## src/rtl/shift_unit_ctrl_if.sv

```systemverilog
// Request/response handshake plus the shared barrel-shifter port of shift_unit_ctrl.
// The slave modport is the controller; the master modport is its environment.
interface shift_unit_ctrl_if;
  logic        in_valid_i;
  logic        in_ready_o;
  logic [1:0]  op_i;
  logic [31:0] data_i;
  logic [4:0]  shamt_i;
  logic        out_valid_o;
  logic        out_ready_i;
  logic [31:0] result_o;
  logic [31:0] sh_in_o;
  logic [4:0]  sh_cntrl_o;
  logic [31:0] sh_out_i;

  modport slave (
    input  in_valid_i, op_i, data_i, shamt_i, out_ready_i, sh_out_i,
    output in_ready_o, out_valid_o, result_o, sh_in_o, sh_cntrl_o
  );

  modport master (
    output in_valid_i, op_i, data_i, shamt_i, out_ready_i, sh_out_i,
    input  in_ready_o, out_valid_o, result_o, sh_in_o, sh_cntrl_o
  );
endinterface

```

## src/rtl/shift_unit_ctrl.sv

```systemverilog
// Sequences SLL/SRL/SRA over a shared 32-bit left barrel shifter.
// Define SHIFT_UNIT_CTRL_SRA_EN to enable sign fill for SRA (adds the MASK pass).
module shift_unit_ctrl #(
  parameter bit ZERO_SHAMT_BYPASS = 1'b1
) (
  input  logic             clk_i,
  input  logic             rstn_i,
  shift_unit_ctrl_if.slave bus
);

  localparam logic [1:0] OpSrl = 2'b01;
  localparam logic [1:0] OpSra = 2'b10;

  typedef enum logic [1:0] {
    StIdle  = 2'd0,
    StShift = 2'd1,
`ifdef SHIFT_UNIT_CTRL_SRA_EN
    StMask  = 2'd2,
`endif
    StDone  = 2'd3
  } state_e;

  state_e      state_q, state_d;
  logic [1:0]  op_q, op_d;
  logic [31:0] data_q, data_d;
  logic [4:0]  shamt_q, shamt_d;
  logic [31:0] result_q, result_d;
  logic [31:0] sh_in;
  logic [4:0]  sh_cntrl;
  logic        is_right;

  function automatic logic [31:0] bit_rev(input logic [31:0] v);
    logic [31:0] r;
    for (int i = 0; i < 32; i++) r[i] = v[31-i];
    return r;
  endfunction

  // Right shifts run on the left shifter by reversing bits on the way in and out.
  assign is_right = (op_q == OpSrl) || (op_q == OpSra);

  always_comb begin
    state_d  = state_q;
    op_d     = op_q;
    data_d   = data_q;
    shamt_d  = shamt_q;
    result_d = result_q;
    sh_in    = '0;
    sh_cntrl = '0;
    unique case (state_q)
      StIdle: begin
        if (bus.in_valid_i) begin
          op_d    = bus.op_i;
          data_d  = bus.data_i;
          shamt_d = bus.shamt_i;
          if (ZERO_SHAMT_BYPASS && (bus.shamt_i == 5'd0)) begin
            result_d = bus.data_i;
            state_d  = StDone;
          end else begin
            state_d = StShift;
          end
        end
      end
      StShift: begin
        sh_in    = is_right ? bit_rev(data_q) : data_q;
        sh_cntrl = shamt_q;
        result_d = is_right ? bit_rev(bus.sh_out_i) : bus.sh_out_i;
        state_d  = StDone;
`ifdef SHIFT_UNIT_CTRL_SRA_EN
        if ((op_q == OpSra) && data_q[31]) state_d = StMask;
`endif
      end
`ifdef SHIFT_UNIT_CTRL_SRA_EN
      StMask: begin
        // Ones shifted by shamt, reversed and inverted, give the sign-fill mask.
        sh_in    = '1;
        sh_cntrl = shamt_q;
        result_d = result_q | ~bit_rev(bus.sh_out_i);
        state_d  = StDone;
      end
`endif
      StDone: begin
        if (bus.out_ready_i) state_d = StIdle;
      end
      default: state_d = StIdle;
    endcase
  end

  always_ff @(posedge clk_i or negedge rstn_i) begin
    if (!rstn_i) begin
      state_q  <= StIdle;
      op_q     <= '0;
      data_q   <= '0;
      shamt_q  <= '0;
      result_q <= '0;
    end else begin
      state_q  <= state_d;
      op_q     <= op_d;
      data_q   <= data_d;
      shamt_q  <= shamt_d;
      result_q <= result_d;
    end
  end

  assign bus.in_ready_o  = (state_q == StIdle);
  assign bus.out_valid_o = (state_q == StDone);
  assign bus.result_o    = result_q;
  assign bus.sh_in_o     = sh_in;
  assign bus.sh_cntrl_o  = sh_cntrl;

endmodule

```

## src/flat_wrapper.sv

```systemverilog
// flat-port wrapper written by rule: the top's interface ports become plain ports
module shift_unit_ctrl_flat 
#(
  parameter bit ZERO_SHAMT_BYPASS = 1'b1
)
  (clk_i, rstn_i, bus_in_valid_i, bus_op_i, bus_data_i, bus_shamt_i, bus_out_ready_i, bus_sh_out_i, bus_in_ready_o, bus_out_valid_o, bus_result_o, bus_sh_in_o, bus_sh_cntrl_o);
  shift_unit_ctrl_if bus_i ();
  input  logic clk_i;
  input  logic rstn_i;
  input wire logic [$bits(bus_i.in_valid_i)-1:0] bus_in_valid_i;
  input wire logic [$bits(bus_i.op_i)-1:0] bus_op_i;
  input wire logic [$bits(bus_i.data_i)-1:0] bus_data_i;
  input wire logic [$bits(bus_i.shamt_i)-1:0] bus_shamt_i;
  input wire logic [$bits(bus_i.out_ready_i)-1:0] bus_out_ready_i;
  input wire logic [$bits(bus_i.sh_out_i)-1:0] bus_sh_out_i;
  output wire logic [$bits(bus_i.in_ready_o)-1:0] bus_in_ready_o;
  output wire logic [$bits(bus_i.out_valid_o)-1:0] bus_out_valid_o;
  output wire logic [$bits(bus_i.result_o)-1:0] bus_result_o;
  output wire logic [$bits(bus_i.sh_in_o)-1:0] bus_sh_in_o;
  output wire logic [$bits(bus_i.sh_cntrl_o)-1:0] bus_sh_cntrl_o;
  assign bus_i.in_valid_i = bus_in_valid_i;
  assign bus_i.op_i = bus_op_i;
  assign bus_i.data_i = bus_data_i;
  assign bus_i.shamt_i = bus_shamt_i;
  assign bus_i.out_ready_i = bus_out_ready_i;
  assign bus_i.sh_out_i = bus_sh_out_i;
  assign bus_in_ready_o = bus_i.in_ready_o;
  assign bus_out_valid_o = bus_i.out_valid_o;
  assign bus_result_o = bus_i.result_o;
  assign bus_sh_in_o = bus_i.sh_in_o;
  assign bus_sh_cntrl_o = bus_i.sh_cntrl_o;
  shift_unit_ctrl #(.ZERO_SHAMT_BYPASS(ZERO_SHAMT_BYPASS)) u_core (.clk_i(clk_i), .rstn_i(rstn_i), .bus(bus_i));
endmodule
```

## config.mk

```make
export PLATFORM = sky130hd
export DESIGN_NAME = shift_unit_ctrl_flat
export DESIGN_NICKNAME = d
export VERILOG_FILES = /design/src/rtl/shift_unit_ctrl_if.sv /design/src/rtl/shift_unit_ctrl.sv /design/src/flat_wrapper.sv
export SDC_FILE = /design/constraint.sdc
export NUM_CORES = 1
export LEC_CHECK = 0
export ABC_AREA = 1
export BUFFER_PORTS_ARGS = -buffer_cell sky130_fd_sc_hd__buf_2
export CAP_MARGIN = 5
export CORE_MARGIN = 3
export CORE_UTILIZATION = 46
export DETAILED_ROUTE_END_ITERATION = 10
export GPL_TIMING_DRIVEN = 0
export PLACE_DENSITY = 0.77
export SLEW_MARGIN = 20
export SYNTH_ARGS = -nofsm -noshare
export SYNTH_HDL_FRONTEND = slang
export SYNTH_SLANG_ARGS = --single-unit
```

## constraint.sdc

```tcl
create_clock -name clk_i -period 1.31 [get_ports clk_i]
set_input_delay 0.262 -clock clk_i [delete_from_list [all_inputs] [get_ports clk_i]]
set_output_delay 0.262 -clock clk_i [all_outputs]
set_load 0.01 [all_outputs]
```

==> results of run 1 <==
sequential cells by signal (all words and copies together) (netlist names):
name,cells
u_core.bus.result_o,32
u_core.data_q,32
u_core.op_q,2
u_core.shamt_q,5
u_core.state_q,2
cell families after synthesis:
| kind of cell | after synthesis | synth area share |
|---|---|---|
| AND/OR/NAND/NOR | 349 | 0.348 |
| buffers and inverters | 84 | 0.0873 |
| flip-flops | 73 | 0.415 |
| AO/OA/AOI/OAI | 40 | 0.0455 |
| multiplexers | 32 | 0.104 |
critical path: cells and delay by family, from the launching register on:
kind | cells | cell delay [ns]
flip-flops | 1 | 0.42
buffers and inverters | 4 | 0.53
AO/OA/AOI/OAI | 1 | 0.10
AND/OR/NAND/NOR | 2 | 0.19
cell usage after synthesis (6+ instances only):
cell type  instances  area share
a21oi_1            7      0.0080
buf_2             26       0.030
clkbuf_1           9      0.0077
dfrtp_1           73        0.42
inv_1             38       0.032
mux2_2             6       0.015
mux2_4            26       0.089
nand2_1          133        0.11
nand3_1          129        0.15
nor2_1            77       0.066
o21ai_0           20       0.023
o21ai_1           13       0.015
metal layers:
metal,track usage,up-vias
met5,0,-
met4,0.0940,0
met3,0.0405,36
met2,0.441,225
met1,0.335,2209
li1,-,2234
what timing repair did:
item,CTS,global route
buffers inserted,13,6
setup endpoints to repair,90,103
gates resized for setup,121,40
hold endpoints to repair,34,0
pin swaps,6,2
hold buffers,1,0
gates cloned,2,1
power by group:
| group | internal [mW] | leakage, nW | total, mW | switching [mW] |
|---|---|---|---|---|
| Clock | 0.862 | 0.0929 | 1.66 | 0.801 |
| Combinational | 5.13 | 2.51 | 11.3 | 6.18 |
| Sequential | 3.39 | 0.874 | 4.41 | 1.02 |
metrics by stage:
stage	utilization	setup slack, ns	instances
floorplan	-	-0.00642	578
finish	0.671	-0.531	892
detailed placement	0.580	-0.307	853
global route	0.671	-0.602	892
CTS	0.649	-0.485	884
global placement	0.578	-0.393	852
layout make-up:
cell class / instances / share of cell area
well taps: 129 / 0.0259
clock buffers: 11 / 0.0211
plain buffers: 41 / 0.0664
multi-input cells: 421 / 0.399
inverters: 43 / 0.0283
diodes: 1 / 0.000401
flip-flops and latches: 73 / 0.293
clock inverters: 4 / 0.00723
repair buffers: 169 / 0.159
worst max path at each step:
stage,startpoint,end,slack (ns),cells past startpoint
finish,u_core.state_q[1],bus_sh_in_o[12],-0.53,7
detailed placement,u_core.state_q[1],bus_sh_in_o[12],-0.31,7
global placement,rstn_i,u_core.bus.result_o[27],-0.39,1
global route,u_core.op_q[0],bus_sh_in_o[19],-0.60,7
floorplan,u_core.state_q[1],bus_sh_in_o[10],-0.006,6
CTS,u_core.op_q[1],bus_sh_in_o[12],-0.48,7
cell usage in the layout, fill, tap and decap left out:
master and instances:
nor2_2 51, nor2_4 11, buf_12 4, buf_4 24, dfrtp_1 72, inv_2 3, dfrtp_2 1, nand2_2 2
mux2_4 26, clkbuf_1 2, nand3b_4 1, nor2_1 16, clkinv_2 3, nand2_1 131, o21ai_2 13, buf_6 26
mux2_2 6, clkbuf_8 14, bufinv_16 1, buf_8 2, o21ai_0 3, diode_2 1, or2_2 1, nand3_1 128
nor3_2 1, nand2_4 4, inv_1 38, a21oi_1 7, nand2_8 2, o21ai_1 17, nand3_2 1, dlygate4sd3_1 1
inv_8 2, clkbuf_2 3, buf_2 145
==> results.json, run 1 <==
{
  "synthArstFlopShare": 1.00,
  "slew_viol_final": 0,
  "io_buffers": 145,
  "fin_skew_ns": 0.00678,
  "grt-ovfl-total": 0,
  "htreeDepth": 3,
  "grt_pass1_wl_mm": 22.9,
  "dieArea_mm2": 0.0108,
  "die_h_um": 104,
  "die_w_um": 104,
  "hold_viol_final": 0,
  "start_util": 0.474,
  "wl_met2_mm": 7.18,
  "place_area_mm2": 0.00539,
  "maxCapViolCount": 0,
  "vias": 4704,
  "arrival_ns": 1.58,
  "r2r_start": "u_core.op_q[0]",
  "antenna_found_initial": 1,
  "syn_area_mm2": 0.00440,
  "worstHoldStart": "bus_data_i[17]",
  "insertion_delay_ns": 0.34,
  "drcViolationCount": 0,
  "grt_max_degree": 40,
  "syn2layout_area_growth_pct": 41.7,
  "status": "finished with violations",
  "tightest_slew_ns": 0.461,
  "path_class": "reg2out",
  "hold_slack_ns": 0.171,
  "seq_area_mm2": 0.00183,
  "r2r_slack_ns": -0.32,
  "synth_flop_cell": "dfrtp_1",
  "rows": 35,
  "cts_buffers": 9,
  "cts-root-buf": "clkbuf_8",
  "hold_end": "u_core.data_q[17]",
  "synthesis.nets": 653,
  "timing.final.crit_share": 1.41,
  "clkSlewWorstSetupHoldPaths_ns": 0.07,
  "drt-initial-drc-count": 371,
  "synth_area_per_cell_um2": 7.61,
  "avgRoutedWirePerCell_um": 16.3,
  "synth-edff-count": 0,
  "cpMaxStageDelayCell": "dfrtp_1",
  "end_kind": "output port",
  "reg2reg_depth": 10,
  "worstPathRequired_ns": 1.05,
  "dp_hpwl_mm": 10.4,
  "final.min_clock_period_ns": 1.84,
  "nNetsFinal": 833,
  "gp_congestion": 0.913,
  "power_mw": 17.4,
  "fin_ws_ns": -0.531,
  "post_route_cells_drive_above_1_share": 0.455,
  "yosys.cell_types.count": 22,
  "fin_setup_tns_ns": -34.76,
  "clock-sinks": 73,
  "path_max_fanout": 10,
  "postRouteAntennaNets": 0,
  "r2r-end": "u_core.bus.result_o[3]",
  "powerDensity_mw_per_mm2": 2790,
  "vias_per_cell": 5.27,
  "ioPinCount": 146,
  "whs_path_depth": 2,
  "multi_input_area_mm2": 0.00249,
  "routed_wl_mm": 14.6,
  "rsz0062_at_grt": "true",
  "fmax_ghz": 0.543,
  "yosysWarnings": 0,
  "violations": "setup timing",
  "cts_tree": "built",
  "grt.total_usage": 0.259,
  "final_cell_area_mm2": 0.00623,
  "core-area_mm2": 0.00928,
  "maxSlewHeadroom": 0.692,
  "top_layer": "met4",
  "grt_pass1_vias": 4642,
  "ir_drop_mv": 1.15,
  "cp-start-kind": "flip-flop",
  "yosys_register_bits": 73,
  "netlist_instances": 578,
  "met1_length_mm": 6.00,
  "hp-class": "in2reg",
  "p_leak_nw": 3.47,
  "fillers": 743,
  "clock_path_buffers": 2,
  "ys_seq_area_frac": 0.415,
  "setup_viol": 110,
  "slowest_delay_ns": 0.42,
  "drt-pass1-iter-count": 5,
  "dr_wl_met3_mm": 1.01,
  "worstPathCellList": "inv_2 -> nand2_8 -> inv_8 -> buf_4 -> o21ai_1 -> nor2_2 -> buf_2"
}
Power figures use the tool's default switching activity.
==> run 2: changes to the inputs <==
- CORE_UTILIZATION: 46 -> 51
- PLACE_DENSITY: 0.77 -> 0.81
- clock period: 1.31 -> 1.8 ns (I/O delays scaled with it)
==> results.json, run 2 (same netlist as run 1, synthesis figures left out) <==
{
  "arrival_ns": 1.60,
  "gp_congestion": 0.865,
  "cts_buffers": 9,
  "dieArea_mm2": 0.00977,
  "crit_top_cell": "nor2_1",
  "ioPinCount": 146,
  "vias": 4695,
  "antenna_found_initial": 0,
  "io_buffers": 145,
  "path_class": "reg2out",
  "hp-class": "in2reg",
  "insertion_delay_ns": 0.34,
  "cp_num_buf_inv": 4,
  "end_kind": "output port",
  "postRouteAntennaNets": 0,
  "worstPathCellList": "inv_2 -> nand2_4 -> nand2_8 -> clkinv_8 -> buf_6 -> nor2_1 -> nor2_1 -> buf_2",
  "grt-ovfl-total": 0,
  "routed_wl_mm": 14.1,
  "worstPathRequired_ns": 1.44,
  "post_route_cells_drive_above_1_share": 0.389,
  "syn2layout_area_growth_pct": 32.8,
  "rsz0062_at_grt": "true",
  "fin_setup_tns_ns": -3.60,
  "vias_per_cell": 5.44,
  "cpMaxStageDelayCell": "dfrtp_1",
  "tightest_slew_ns": 0.463,
  "clock-sinks": 73,
  "fin_cells": 863,
  "antennaDiodeCount": 0,
  "setup_viol": 32,
  "core-area_mm2": 0.00830,
  "power_frac_comb": 0.633,
  "status": "finished with violations",
  "ir_drop_mv": 1.04,
  "cts-root-buf": "clkbuf_8",
  "cts_tree": "built",
  "final.min_clock_period_ns": 1.96,
  "clkPwrFrac": 0.099,
  "pre_cts_ws_ns": -0.0473,
  "power_frac_seq": 0.268,
  "rows": 33,
  "final_util": 0.704,
  "fin_ws_ns": -0.158,
  "sw_frac_of_total": 0.468,
  "final_common_cell": "buf_2",
  "powerDensity_mw_per_mm2": 2020,
  "mostFrequentLayoutCells": "buf_2 (165), nand2_1 (133), nand3_1 (129)",
  "cp-start-kind": "flip-flop",
  "path_max_fanout": 7,
  "power_mw": 11.8,
  "slowest_delay_ns": 0.42,
  "htreeDepth": 3,
  "grt.total_usage": 0.287,
  "violations": "setup timing",
  "dp_cells": 829,
  "grt_max_degree": 40,
  "drt-initial-drc-count": 392,
  "slew_viol_final": 0,
  "maxSlewHeadroom": 0.692,
  "hold_viol_final": 0,
  "p_leak_nw": 3.34,
  "maxCapViolCount": 0,
  "start_util": 0.530,
  "grt_pass1_vias": 4595,
  "power.switching_mw": 5.52,
  "drt-pass1-iter-count": 5,
  "fmax_ghz": 0.511,
  "die_w_um": 98.9,
  "grt_pass1_wl_mm": 22.6,
  "die_h_um": 98.9,
  "intPower_mw": 6.27,
  "avgRoutedWirePerCell_um": 16.3,
  "timing.final.crit_share": 1.09,
  "drcViolationCount": 0,
  "clkSlewWorstSetupHoldPaths_ns": 0.08,
  "clock_path_buffers": 2,
  "dp_hpwl_mm": 10.3,
  "fin_skew_ns": 0.00708,
  "path_delay_family": "buffers and inverters",
  "nNetsFinal": 828
}
## run 2: routing by layer
| layer | wire length (µm) | vias to the layer above | share of wire | global-route usage |
|---|---|---|---|---|
| met5 | 0 | - | 0 | 0 |
| met4 | 293 | 0 | 0.021 | 0.0966 |
| met3 | 850 | 29 | 0.060 | 0.0318 |
| met2 | 6920 | 200 | 0.49 | 0.472 |
| met1 | 6030 | 2233 | 0.43 | 0.395 |
| li1 | - | 2233 | - | - |
## run 2: area by class of cell
type	count	area [µm²]
clock inverters	6	43.8
plain buffers	41	297
flip-flops and latches	73	1830
fillers	667	2460
clock buffers	10	138
repair buffers	164	901
multi-input cells	421	2320
well taps	105	131
inverters	43	181
## run 2: path summary, 6_finish.rpt
check,slack [ns],end,start,depth (start not counted)
max,-0.16,bus_sh_in_o[17],u_core.op_q[0],8
min,0.26,u_core.data_q[15],bus_data_i[15],2
max reg2reg,0.10,u_core.bus.result_o[15],u_core.op_q[0],8
min reg2reg,0.51,u_core.bus.result_o[2],u_core.bus.result_o[2],2
max in group asynchronous,0.74,u_core.bus.result_o[0],rstn_i,3
min in group asynchronous,0.50,u_core.data_q[13],rstn_i,2
## run 2: timing repair
| action | 4_1_cts | 5_1_grt |
|---|---|---|
| buffers inserted | 11 | 2 |
| hold buffers | 1 | 0 |
| pin swaps | 8 | 5 |
| gates resized for setup | 55 | 43 |
| hold endpoints to repair | 34 | 0 |
| endpoints found under the setup margin | 37 | 37 |
| gates cloned | 4 | 0 |
## run 2: stage by stage
stage	hold WS [ns]	area, µm²
3_3_place_gp	0.488	5260
6_report	0.261	5840
3_5_place_dp	0.333	5280
2_1_floorplan	0.0644	4400
4_1_cts	0.254	5720
5_1_grt	0.253	5840
## run 2: power by group through the flow
stage	registers, mW	clock network (mW)	logic (mW)
floorplan	3.09	0	4.20
global placement	3.02	0	6.05
detailed placement	3.06	0	6.21
CTS	3.07	1.17	6.98
global route	3.27	1.27	8.13
finish	3.16	1.17	7.46
